### src/rtl/mash_pkg.sv
// ============================================================================
// Module      : mash_pkg
// Description : Shared types and constants for the MASH error-cancellation
//               network (correction width, range, fill-counter sizing).
// Revision    : 1.0 - initial release
// ============================================================================
`default_nettype none

package mash_pkg;

    localparam int Y_W   = 4;
    localparam int Y_MIN = -3;
    localparam int Y_MAX = 4;

    typedef logic signed [Y_W-1:0] y_t;

    // Wide enough for the largest warm-up length, 2*lat+2.
    function automatic int fill_cnt_width(input int lat);
        return $clog2(2 * lat + 3);
    endfunction

endpackage

`default_nettype wire

### src/rtl/mash_bit_delay.sv
// ============================================================================
// Module      : mash_bit_delay
// Description : Single-bit shift register of DEPTH stages that advances only
//               on enabled cycles; synchronous active-high reset.
// Revision    : 1.0 - initial release
// ============================================================================
`default_nettype none

module mash_bit_delay #(
    parameter int DEPTH = 1
) (
    input  logic i_clk,
    input  logic i_rst,
    input  logic i_en,
    input  logic i_d,
    output logic o_q
);

    logic [DEPTH-1:0] r_sr;

    generate
        if (DEPTH == 1) begin : g_single
            always_ff @(posedge i_clk) begin
                if (i_rst)     r_sr <= '0;
                else if (i_en) r_sr <= i_d;
            end
        end else begin : g_chain
            always_ff @(posedge i_clk) begin
                if (i_rst)     r_sr <= '0;
                else if (i_en) r_sr <= {r_sr[DEPTH-2:0], i_d};
            end
        end
    endgenerate

    assign o_q = r_sr[DEPTH-1];

endmodule

`default_nettype wire

### src/rtl/mash_ecn.sv
// ============================================================================
// Module      : mash_ecn
// Description : MASH error-cancellation network: aligns the stage carries,
//               differentiates them and adds the correction to the ratio.
//               Define MASH_ECN_ORDER3_EN for the full 1-1-1 form; otherwise
//               a 1-1 network is built and i_c3 is ignored.
// Revision    : 1.0 - initial release
// ============================================================================
`default_nettype none

module mash_ecn
    import mash_pkg::*;
#(
    parameter int P_STAGE_LAT = 1,
    parameter int P_DIV_WIDTH = 8
) (
    input  logic                   i_clk,
    input  logic                   i_rst,
    input  logic                   i_en,
    input  logic                   i_c1,
    input  logic                   i_c2,
    input  logic                   i_c3,
    input  logic [P_DIV_WIDTH-1:0] i_nint,
    output logic [Y_W-1:0]         o_y,
    output logic [P_DIV_WIDTH-1:0] o_div,
    output logic                   o_valid
);

    localparam int C_CNT_W = fill_cnt_width(P_STAGE_LAT);

    logic w_a1, w_a2, w_a2p, w_a3, w_a3p1, w_a3p2;

`ifdef MASH_ECN_ORDER3_EN
    localparam int C_FILL = 2 * P_STAGE_LAT + 2;

    mash_bit_delay #(.DEPTH(2 * P_STAGE_LAT)) u_c1_line (
        .i_clk(i_clk), .i_rst(i_rst), .i_en(i_en), .i_d(i_c1), .o_q(w_a1));
    mash_bit_delay #(.DEPTH(P_STAGE_LAT)) u_c2_line (
        .i_clk(i_clk), .i_rst(i_rst), .i_en(i_en), .i_d(i_c2), .o_q(w_a2));
    mash_bit_delay #(.DEPTH(1)) u_a2_hist (
        .i_clk(i_clk), .i_rst(i_rst), .i_en(i_en), .i_d(w_a2), .o_q(w_a2p));
    mash_bit_delay #(.DEPTH(1)) u_a3_hist1 (
        .i_clk(i_clk), .i_rst(i_rst), .i_en(i_en), .i_d(w_a3), .o_q(w_a3p1));
    mash_bit_delay #(.DEPTH(1)) u_a3_hist2 (
        .i_clk(i_clk), .i_rst(i_rst), .i_en(i_en), .i_d(w_a3p1), .o_q(w_a3p2));

    assign w_a3 = i_c3;
`else
    localparam int C_FILL = P_STAGE_LAT + 1;

    // Second-order terms vanish; the third carry has no consumer here.
    logic w_unused_c3;
    assign w_unused_c3 = i_c3;

    mash_bit_delay #(.DEPTH(P_STAGE_LAT)) u_c1_line (
        .i_clk(i_clk), .i_rst(i_rst), .i_en(i_en), .i_d(i_c1), .o_q(w_a1));
    mash_bit_delay #(.DEPTH(1)) u_a2_hist (
        .i_clk(i_clk), .i_rst(i_rst), .i_en(i_en), .i_d(w_a2), .o_q(w_a2p));

    assign w_a2   = i_c2;
    assign w_a3   = 1'b0;
    assign w_a3p1 = 1'b0;
    assign w_a3p2 = 1'b0;
`endif

    y_t                     w_y;
    logic [P_DIV_WIDTH-1:0] w_div;

    assign w_y = y_t'({3'b000, w_a1})
               + y_t'({3'b000, w_a2}) - y_t'({3'b000, w_a2p})
               + y_t'({3'b000, w_a3}) - y_t'({2'b00, w_a3p1, 1'b0})
               + y_t'({3'b000, w_a3p2});

    assign w_div = i_nint + P_DIV_WIDTH'(w_y);

    logic [C_CNT_W-1:0]     r_cnt;
    logic [Y_W-1:0]         r_y;
    logic [P_DIV_WIDTH-1:0] r_div;
    logic                   r_valid;

    always_ff @(posedge i_clk) begin
        if (i_rst) begin
            r_cnt   <= '0;
            r_y     <= '0;
            r_div   <= '0;
            r_valid <= 1'b0;
        end else if (i_en) begin
            if (r_cnt != C_CNT_W'(C_FILL))
                r_cnt <= r_cnt + 1'b1;
            r_y     <= w_y;
            r_div   <= w_div;
            r_valid <= (r_cnt >= C_CNT_W'(C_FILL - 1));
        end
    end

    assign o_y     = r_y;
    assign o_div   = r_div;
    assign o_valid = r_valid;

endmodule

`default_nettype wire

### config.mk
export PLATFORM = sky130hd
export DESIGN_NAME = mash_ecn
export DESIGN_NICKNAME = d
export VERILOG_FILES = /design/src/rtl/mash_pkg.sv /design/src/rtl/mash_bit_delay.sv /design/src/rtl/mash_ecn.sv
export SDC_FILE = /design/constraint.sdc
export NUM_CORES = 1
export LEC_CHECK = 0
export ABC_AREA = 1
export CAP_MARGIN = 20
export CORE_AREA = 2 2 67 53
export DETAILED_ROUTE_END_ITERATION = 8
export DIE_AREA = 0 0 69 55
export PLACE_DENSITY = 0.63
export SETUP_SLACK_MARGIN = 0.2
export SLEW_MARGIN = 20
export SYNTH_ARGS = -nofsm -noshare
export SYNTH_HDL_FRONTEND = slang
export SYNTH_HIERARCHICAL = 1
export SYNTH_SLANG_ARGS = --single-unit
### constraint.sdc
create_clock -name i_clk -period 2.8 [get_ports i_clk]
set_input_delay 0.42 -clock i_clk [delete_from_list [all_inputs] [get_ports i_clk]]
set_output_delay 0.42 -clock i_clk [all_outputs]
set_load 0.02 [all_outputs]
==> impl_metrics.tcl <==
set metrics [dict create \
    rsz0062_at_grt "false" \
    async_flop_share_pct 0 \
    status "completed" \
    grt_pass1_wl_um 4160 \
    p_int_uw 468 \
    ys_warn_count 6 \
    cp.arrival_ns 2.49 \
    cts-resized-gates 0 \
    routedWlPerCell_um 10.3 \
    p_sw_uw 224 \
    tightest_slew_ns 0.559 \
    dp_hpwl_um 1990 \
    p_leak_nw 0.753 \
    synthXorXnorAreaFrac_pct 2.17 \
    synth.area.mux_share_pct 0 \
    die_h_um 55 \
    clock_sink_count 17 \
    crit_path_end_kind "register" \
    synth_compound_area_share_pct 9.71 \
    htree_levels 1 \
    pre_cts_ws_ns 0.240 \
    layout-drive-gt1-share_pct 14.0 \
    syn-cell-area_um2 1210 \
    portBuffers 25 \
    register_area_um2 340 \
    drt_iter0_drc 31 \
    avgSynthCellArea_um2 6.88 \
    worstPathMaxFanout 10 \
    synthTopCellsByCount "nand2_1 (34), inv_1 (29), nor2_1 (18), dfxtp_1 (17), o21ai_0 (13)" \
    yosysMostFrequentCell "nand2_1" \
    dr.pass1.iters 4 \
    ctsRootBufferMaster "clkbuf_8" \
    report.power.total_uw 691 \
    ys_ff_latch 17 \
    final_antenna_net_count 0 \
    max_freq_mhz 428 \
    p_per_area_nw_per_um2 454 \
    cts_tree "yes" \
    slew_violations 0 \
    boundaryPins 27 \
    diodes 0 \
    synth_edf_count 0 \
    setup_ws_ns 0.462 \
    synth_area_leader_cell "dfxtp_1" \
    slew_headroom_pct 62.7 \
    setup_violations 0 \
    path_clk_slew_ns 0.06 \
    routabilityCongestion 0.858 \
    synth-simple-area-share_pct 35.8 \
    hold_viol_final 0 \
    post-cts-setup-buffer-count 0 \
    clock_power_share_pct 26.1 \
    area_delta_synth_final_pct 25.8 \
    clock_latency_ns 0.25 \
    synth_ff_type "dfxtp_1" \
    hold_path.class "reg -> reg" \
    netSwitchingFraction_pct 32.3 \
    syn_inst 176 \
    period_share_pct 83.5 \
    vias_per_cell 4.53 \
    dieWidth_um 69 \
    synth_top_area_share_pct 28.1 \
    worst_hold_slack_ns 0.492 \
    nFillCells 323 \
    synth-seq-area-share_pct 28.1 \
    route.vias.total 1088 \
    postCtsHoldBufs 0 \
    multiInputGateArea_um2 711 \
    ir_drop_mv 0.305 \
    cts_buffer_depth 2 \
    seqPwrFrac_pct 40.2 \
    setup_tns_ns 0 \
    post-route-min-period_ns 2.34 \
    synth_area_leaders "dfxtp_1 (28%), nand2_1 (11%), ha_1 (9.3%)" \
    clock_skew_ns 0.00195 \
    overflow 0 \
    cap_violations 0 \
    rows 18 \
    synth.distinct_cells 25 \
    fin_nets 225 \
    grt_pass1_vias 997 \
    antenna_found_initial 0 \
    core_area_um2 3150 \
    initial_core_util_pct 38.4 \
    routed_wl_um 2480 \
    grtUsageTotal_pct 13.8 \
    synthesis.nets 200 \
    cts_buffers 3 \
    required_ns 2.95 \
    critPathLaunchType "register" \
    combPwrFrac_pct 33.7 \
    fin_util_pct 48.3 \
    synth_top_family_by_area "simple AND/OR/NAND/NOR gates" \
    synthAdderAreaFrac_pct 11.0 \
    critical_path_class "reg -> reg" \
    die_area_um2 3800 \
    drt_drc_violations_left 0 \
    grt_max_degree 25 \
]
-- metrics by stage --
stage	instance area [µm²]	std cells
final	1520	240
after global placement	1480	236
after detailed placement	1480	236
after CTS	1520	240
after global routing	1520	240
after floorplan	1210	176
-- cell type report --
class                           instances  area share, %
Multi-Input combinational cell        123           46.6
Sequential cell                        17           22.3
Timing Repair Buffer                   26           16.9
Inverter                               30           7.88
Tap cell                               40           3.28
Clock buffer                            4           2.96
-- routing by layer --
metal	wire length [µm]	vias to the layer above	share of wire [%]	GRT usage [%]
met5	0	-	0	0
met4	12	0	0.48	2.94
met3	142	2	5.7	4.71
met2	1140	19	46	26.0
met1	1180	478	48	15.8
li1	-	589	-	-
-- layout by cell type (no fill, tap or decap) --
cell / synthesis / routed
a31oi_1: 2 / 2
fa_1: 1 / 1
nand2_2: 11 / 11
nand2_4: 4 / 4
nand2_1: 34 / 34
nor2_2: 5 / 5
nor3_1: 1 / 1
clkbuf_8: 0 / 3
nand4_1: 1 / 1
o21ai_0: 13 / 13
xnor2_1: 2 / 2
dfxtp_1: 17 / 17
o21ai_1: 1 / 1
nand3_1: 10 / 10
a21oi_1: 7 / 7
clkbuf_1: 1 / 1
buf_4: 2 / 1
ha_1: 9 / 9
clkdlybuf4s50_1: 0 / 25
nand3_2: 1 / 1
nor2_1: 18 / 18
nor2_4: 2 / 2
inv_1: 29 / 29
xor2_1: 1 / 1
inv_8: 1 / 1
-- cells by family (layout without fill, tap and decap cells) --
group                      Yosys count  after routing
AOI/OAI and AO/OA                   23             23
xor gates and xnor gates             3              3
adders and majority gates           10             10
buffers and inverters               36             60
DFF                                 17             17
and+or+nand+nor                     87             87
-- sequential cells by signal, indices dropped and copies added (netlist names) --
| signal | count |
|---|---|
| o_y | 3 |
| u_a2_hist/o_q | 1 |
| o_valid | 1 |
| u_c1_line/o_q | 1 |
| r_cnt | 3 |
| o_div | 8 |
-- power groups by stage --
stage	Clock, mW	Combinational (mW)	Sequential, mW
2_1_floorplan	0	0.137	0.301
3_3_place_gp	0	0.229	0.282
3_5_place_dp	0	0.235	0.284
4_1_cts	0.186	0.236	0.278
5_1_grt	0.193	0.262	0.281
6_report	0.180	0.233	0.278
-- path summary, 6_finish.rpt --
| kind | startpoint | endpoint | slack [ns] | cells after the start |
|---|---|---|---|---|
| worst min-delay path | u_c1_line/o_q$_SDFFE_PP0P_ | u_c1_line/o_q$_SDFFE_PP0P_ | 0.49 | 2 |
| worst max register to register | u_c1_line/o_q$_SDFFE_PP0P_ | o_div[7]$_SDFFE_PP0P_ | 0.46 | 15 |
| worst min register to register | u_c1_line/o_q$_SDFFE_PP0P_ | u_c1_line/o_q$_SDFFE_PP0P_ | 0.49 | 2 |
| worst max-delay path | u_c1_line/o_q$_SDFFE_PP0P_ | o_div[7]$_SDFFE_PP0P_ | 0.46 | 15 |
-- critical path, stage by stage, from the launching register on --
cell and delay [ns]:
dfxtp_1 0.33, inv_1 0.04, ha_1 0.27, inv_1 0.04, ha_1 0.17, inv_1 0.08, ha_1 0.51, nand2_1 0.21
nand3_1 0.15, nand2_2 0.08, nand2_1 0.10, nand2_1 0.05, nand2_1 0.05, nand3_1 0.06, nand2_1 0.07, inv_1 0.03
Note: power is estimated with default switching activity, not from simulation.
